$ cat src/rtl/source_config_pkg.sv
// Shared byte-stream configuration for the network source stage.
`ifndef SRC_WIDTH
`define SRC_WIDTH 20
`endif

package source_config;

  localparam int BYTE_WIDTH = 8;

  // Bytes needed to carry a packet of the given width; never less than one.
  function automatic int nb_bytes(input int width);
    return (width <= BYTE_WIDTH) ? 1 : (width + BYTE_WIDTH - 1) / BYTE_WIDTH;
  endfunction

endpackage

$ cat src/rtl/src_deserializer.sv
// Assembles MSB-first bytes into SRC_WIDTH packets behind a double-buffered output,
// discarding a stalled partial packet after TIMEOUT_CYCLES idle cycles.
`ifndef SRC_WIDTH
`define SRC_WIDTH 20
`endif

module src_deserializer
  import source_config::*;
#(
  parameter int SRC_WIDTH      = `SRC_WIDTH,
  parameter int TIMEOUT_CYCLES = 0
) (
  input  logic                 clk,
  input  logic                 arstn,
  input  logic                 rx_valid,
  output logic                 rx_ready,
  input  logic [7:0]           rx_data,
  output logic                 src_valid,
  input  logic                 src_ready,
  output logic [SRC_WIDTH-1:0] src,
  output logic                 timeout_err
);

  localparam int NB  = nb_bytes(SRC_WIDTH);
  localparam int SHW = (NB > 1) ? (NB - 1) * BYTE_WIDTH : BYTE_WIDTH;
  localparam int CW  = (NB > 1) ? $clog2(NB) : 1;
  localparam int TW  = (TIMEOUT_CYCLES > 0) ? $clog2(TIMEOUT_CYCLES + 1) : 1;
  localparam logic [CW-1:0] LAST    = CW'(NB - 1);
  localparam logic [TW-1:0] TO_LAST = TW'((TIMEOUT_CYCLES > 0) ? TIMEOUT_CYCLES - 1 : 0);

  logic [SHW-1:0]            r_shift;
  logic [CW-1:0]             r_cnt;
  logic [TW-1:0]             r_to;
  logic [SRC_WIDTH-1:0]      r_src;
  logic                      r_src_valid;
  logic                      r_to_err;

  logic [SHW+BYTE_WIDTH-1:0] w_cat;
  logic                      w_last;
  logic                      w_acc;
  logic                      w_xfer;
  logic                      w_idle;
  logic                      w_expire;
  logic                      w_unused_bits;

  // With NB==1 the shift register is never loaded; w_cat then reduces to rx_data.
  assign w_cat         = {r_shift, rx_data};
  assign w_unused_bits = &{1'b0, w_cat};

  assign w_last   = (r_cnt == LAST);
  assign rx_ready = !(w_last && r_src_valid && !src_ready);
  assign w_acc    = rx_valid && rx_ready;
  assign w_xfer   = r_src_valid && src_ready;
  assign w_idle   = (r_cnt != '0) && rx_ready && !w_acc;
  assign w_expire = (TIMEOUT_CYCLES > 0) && w_idle && (r_to == TO_LAST);

  always_ff @(posedge clk or negedge arstn) begin
    if (!arstn) begin
      r_shift     <= '0;
      r_cnt       <= '0;
      r_to        <= '0;
      r_src       <= '0;
      r_src_valid <= 1'b0;
      r_to_err    <= 1'b0;
    end else begin
      r_to_err <= 1'b0;
      if (w_acc) begin
        r_to <= '0;
        if (w_last) begin
          r_src       <= w_cat[SRC_WIDTH-1:0];
          r_src_valid <= 1'b1;
          r_cnt       <= '0;
        end else begin
          r_shift <= w_cat[SHW-1:0];
          r_cnt   <= r_cnt + 1'b1;
        end
      end else if (w_expire) begin
        r_cnt    <= '0;
        r_to     <= '0;
        r_to_err <= 1'b1;
      end else if (w_idle && (TIMEOUT_CYCLES > 0)) begin
        r_to <= r_to + 1'b1;
      end
      // A same-cycle reload keeps the output valid with no bubble.
      if (w_xfer && !(w_acc && w_last)) r_src_valid <= 1'b0;
    end
  end

  assign src         = r_src;
  assign src_valid   = r_src_valid;
  assign timeout_err = r_to_err;

endmodule

$ cat config.mk
export PLATFORM = sky130hd
export DESIGN_NAME = src_deserializer
export DESIGN_NICKNAME = d
export VERILOG_FILES = /design/src/rtl/source_config_pkg.sv /design/src/rtl/src_deserializer.sv
export SDC_FILE = /design/constraint.sdc
export NUM_CORES = 1
export LEC_CHECK = 0
export CORE_ASPECT_RATIO = 1.5
export CORE_MARGIN = 3
export CORE_UTILIZATION = 43
export DETAILED_ROUTE_END_ITERATION = 10
export PLACE_DENSITY = 0.74
export RECOVER_POWER = 25
export SYNTH_ARGS = -nofsm -noshare
export SYNTH_HDL_FRONTEND = slang
export SYNTH_SLANG_ARGS = --single-unit
$ cat constraint.sdc
create_clock -name clk -period 1.4 [get_ports clk]
set_clock_uncertainty 0.1 [all_clocks]
set_input_delay 0.21 -clock clk [delete_from_list [all_inputs] [get_ports clk]]
set_output_delay 0.21 -clock clk [all_outputs]
set_load 0.1 [all_outputs]
; ---- Word-level counts from Yosys, hierarchy flattened
; Index checks and enable logic that the tools add are counted.
[op_classes]
addsub = 1
n_eq_ne = 1
mux = 4
n_bitwise = 1
reduce_logical = 14
[op_table]
columns = cell, n
row1 = logical AND 1 bit, 6
row2 = AND reduction 2 bit, 3
row3 = nonzero test 2 bit, 2
row4 = zero test 1 bit, 3
row5 = two-way mux 1 bit, 3
row6 = "adder 2 x 1 -> 2 bit, second input constant", 1
row7 = "== test 2 bit, second input constant", 1
row8 = two-way mux 2 bit, 1
row9 = NOT 1 bit, 1
[totals]
reg_bits = 35
inputBits = 12
output_inout_bits = 23
word_cells = 25

; ---- Longest topological paths before layout
[depth]
word_depth = 10
ltp_mapped = 4
mapped_depth_nobuf = 3

; ---- Least setup slack after synthesis
; No wires, ideal clock.
[synth_path]
kind = register -> register
start = register r_src_valid (netlist: src_valid)
end = register r_cnt[1]
setup_time_ns = 0.102
arrival_time_ns = 2.312
required_time_ns = 1.198
slack_ns = -1.114
stages_incl_launch_ff = 3
path_buffers = 0
period_less_slack_ns = 2.514
cell_sequence = dfrtp_1 > nand3b_1 > a31oi_1
[synth_between]
elab_chain_cells = 4
[synth_lines]
columns = item, line_no
row1 = "start, declared", src_deserializer.sv:35  ; logic r_src_valid;
row2 = "start signal, assigned", src_deserializer.sv:63  ; r_src_valid <= 1'b0;
row3 = "start signal, assigned", src_deserializer.sv:71  ; r_src_valid <= 1'b1;
row4 = "start signal, assigned", src_deserializer.sv:85  ; if (w_xfer && !(w_acc && w_last)) r_src_valid <= 1'b0;
row5 = logical AND 1 bit (2 in series), src_deserializer.sv:51  ; assign rx_ready = !(w_last && r_src_valid && !src_ready);
row6 = zero test 1 bit, src_deserializer.sv:51
row7 = via rx_ready, src_deserializer.sv:16  ; output logic rx_ready,
row8 = logical AND 1 bit, src_deserializer.sv:52  ; assign w_acc = rx_valid && rx_ready;
row9 = "end signal, assigned", src_deserializer.sv:75  ; r_cnt <= r_cnt + 1'b1;
row10 = "end, declared", src_deserializer.sv:32  ; logic [CW-1:0] r_cnt;
; The timed path passes the listed nets, and every way through them passes these cells.
; A chain may end at the register's enable or synchronous reset.

; ---- Final worst setup path
[layout_path]
start = register r_src_valid (netlist: src_valid)
end = output port rx_ready
[layout_between]
elab_chain_cells = 3
[layout_lines]
columns = item, line_no
row1 = logical AND 1 bit (2 in series), src_deserializer.sv:51
row2 = zero test 1 bit, src_deserializer.sv:51
row3 = "end, declared", src_deserializer.sv:16
; Every way passes these cells.

==> summary.md <==
| Metric | Value |
|---|---|
| Mapped Area | `1430 um^2` |
| WL final | `2620 um` |
| Post-synthesis compound-gate area fraction | `less than 1%` |
| Critical path peak fanout | `2` |
| Slowest Stage Delay on Critical Path | `~0.48 ns` |
| Post-synth net total | `94` |
| Mux cell area share after synthesis | `a little under a third` |
| Placed Cells | `approximately 160` |
| Pins Over Slew Limit | `0` |
| DIE HEIGHT | `~77 um` |
| Die area | `4080 um^2` |
| Initial antenna violation count | `0` |
| Gr ovfl total | `0` |
| Hold path start | `r_shift[6]` |
| Root Driver | `clkbuf_8` |
| Ys Warns | `0` |
| Clock Latency Late Sink | `approximately 0.29 ns` |
| Routed wire per std cell | `around 15 um` |
| CTS Sinks | `35` |
| Post-route insts no fill | `roughly 170` |
| RR Endpoint | `src[8]` |
| Final Worst Setup Slack | `-0.138 ns` |
| Largest net degree at the start of global routing | `36` |
| Worst path top cell family by delay | `flip-flops` |
| Drt first pass iters | `4` |
| Worst-Margin Slew | `0.821 ns` |
| Ys flop type | `dfrtp_1` |
| Mean area per synthesized cell | `approximately 17 um^2` |
| CTS Buf Count | `5` |
| First-pass GRT wire length | `between 4000 and 5000 um` |
| Worst R2R Setup Slack | `-0.05 ns` |
| Antenna Diode Count | `0` |
| Antenna viol nets, final | `0` |
| Worst R2R Start | `src_valid` |
| Crit path buf inv count | `2` |
| DR DRC count | `0` |
| Period utilisation layout | `110%` |
| Critical Path Source | `src_valid` |
| Total Routing Usage GR | `15.8%` |
| Final Setup Violations | `21` |
| Fin nets | `140` |
| Post-Synth Simple-Gate Area | `under 10%` |
| # H-tree levels | `2` |
| Die Wd | `about 53 um` |
| Status | `finished with violations` |
| FP Rows | `25` |
| #FFs+latches synth | `35` |
| Syn Inst Count | `82` |
| Async SR Flop Fraction | `between 90% and 100%` |
| CTS clk-pin slew, worst paths | `0.07 ns` |
| Netlist cell types | `15` |
| # port buffers | `33` |
| Post-synth top cells | `dfrtp_1 (35), mux2_4 (19), mux2_2 (14)` |
| Critical path data required time | `approximately 1.1 ns` |
| # hold bufs at CTS | `0` |
| Critical path depth | `3` |
| Vias/cell | `just under 5` |
| GP Congestion | `~0.70` |
| Share of the synthesized area in the top cell type | `around three fifths` |
| F_max | `~0.65 GHz` |
| Slowest cell on the critical path | `dfrtp_4` |
| Worst Setup EP | `rx_ready` |
| Failing checks | `setup timing` |
| R2R cell count | `4` |
| Adder-Cell Fraction of Synth Area | `0%` |
| Critical path, cell by cell | `buf_6 -> nand3b_1 -> buf_12` |
| Seq/Total Area, Yosys | `61.1%` |
| Initial core utilization | `between 40 and 50%` |
| WS Path Type | `flop to output pin` |
| Crit. End Element | `output pin` |
| Fin. Hold Viols | `0` |
| CTS Buffer Depth | `2` |
| RSZ-0062 raised after global routing | `yes` |
| Top cells by area, synth | `dfrtp_1 (61%), mux2_4 (20%), mux2_2 (11%), buf_6 (2.4%), nand2b_4 (0.96%)` |
| CP arrival | `around 1.2 ns` |
| Max Cap Viol | `0` |
| Fillers | `around 240` |
| Routed vias | `821` |
| HPWL after detailed placement | `around 1900 um` |
| Count leader, synth | `dfrtp_1` |
| Largest family of logic cells by synthesized area | `multiplexers` |
| Tmin final | `between 1.5 and 2 ns` |
| Layout area overhead | `52.5%` |
| Worst setup SP type | `flop` |
| Worst min path class | `flop to flop` |
| # IOs | `35` |
| 1st-iter DRT viols | `3` |
| Setup TNS | `-0.981 ns` |
| XOR/XNOR Fraction of Synth Area | `0%` |
| Max transition margin | `45.3%` |
| CTS tree | `built` |
| Share of layout cells above drive strength 1 | `58.9%` |
| EDFF count, synth | `0` |
| Dominant cell type by area after synthesis | `dfrtp_1` |
| Vias in the first global route | `slightly above 900` |
| Core footprint | `3190 um^2` |
worst min path at each step:
stage          slack, ns  cells after the start  endpoint
6_report            0.41                      1   src[14]
3_5_place_dp        0.39                      1   src[14]
3_3_place_gp        0.38                      1   src[12]
5_1_grt             0.41                      1   src[19]
4_1_cts             0.19                      2    src[2]
2_1_floorplan      -0.19                      0  r_cnt[0]
metal layers:
layer / track usage, % / routed length (um)
met5: 0 / 0
met2: 25.1 / 1460
met4: 9.21 / 70
met1: 17.6 / 960
met3: 5.44 / 126
layout make-up:
class	instances	area (um^2)	share of cell area [%]
sequential	35	880	40.2
multi-input combinational	43	520	23.8
tap	40	50.0	2.29
clock inverter	2	12.5	0.572
timing repair buffer	43	652	29.8
clock buffer	6	72.6	3.32
worst reg2reg max path, stage by stage (launching register included):
cell and delay [ns]:
dfrtp_4 0.48, nand2b_1 0.12, nand3_2 0.15, buf_12 0.20, mux2_4 0.30
flip-flops by register name, summed over array words and instances (netlist names):
name       flops
src           20
r_shift       12
r_cnt          2
src_valid      1
cells by family (layout without fill, tap and decap cells):
kind of cell	Yosys count	in the layout
DFF	35	35
muxes	33	33
and+or+nand+nor	7	7
buffers and inverters	4	51
AOI/OAI and AO/OA	2	2
other	1	1
layout by cell type (no fill, tap or decap), drive strengths merged:
cell,n
nor2,1
clkbuf,7
clkinvlp,1
nand3,1
nand3b,1
dlygate4sd3,1
clkdlybuf4s50,10
a21oi,1
mux2,33
buf,31
conb,1
nand2b,2
dfrtp,35
nor2b,1
a31oi,1
clkinv,1
nand2,1
per-stage QoR:
stage / hold slack [ns] / area (um^2) / util [%] / setup slack [ns]
3_5_place_dp: 0.394 / 2090 / 65.4 / -0.307
6_report: 0.406 / 2190 / 68.5 / -0.138
3_3_place_gp: 0.383 / 2090 / 65.4 / -0.243
5_1_grt: 0.405 / 2190 / 68.5 / -0.186
4_1_cts: 0.187 / 2200 / 68.9 / -0.149
2_1_floorplan: -0.186 / 1440 / - / -0.606
repair_timing:
action,CTS,global route
resized for setup,1,1
setup buffers,3,0
cloned,0,0
endpoints found under the setup margin,33,34
pin swaps,2,1
Power is left out: the tool's default activity adds up to more than one toggle a clock period on the data nets, which glitch-free logic cannot reach.
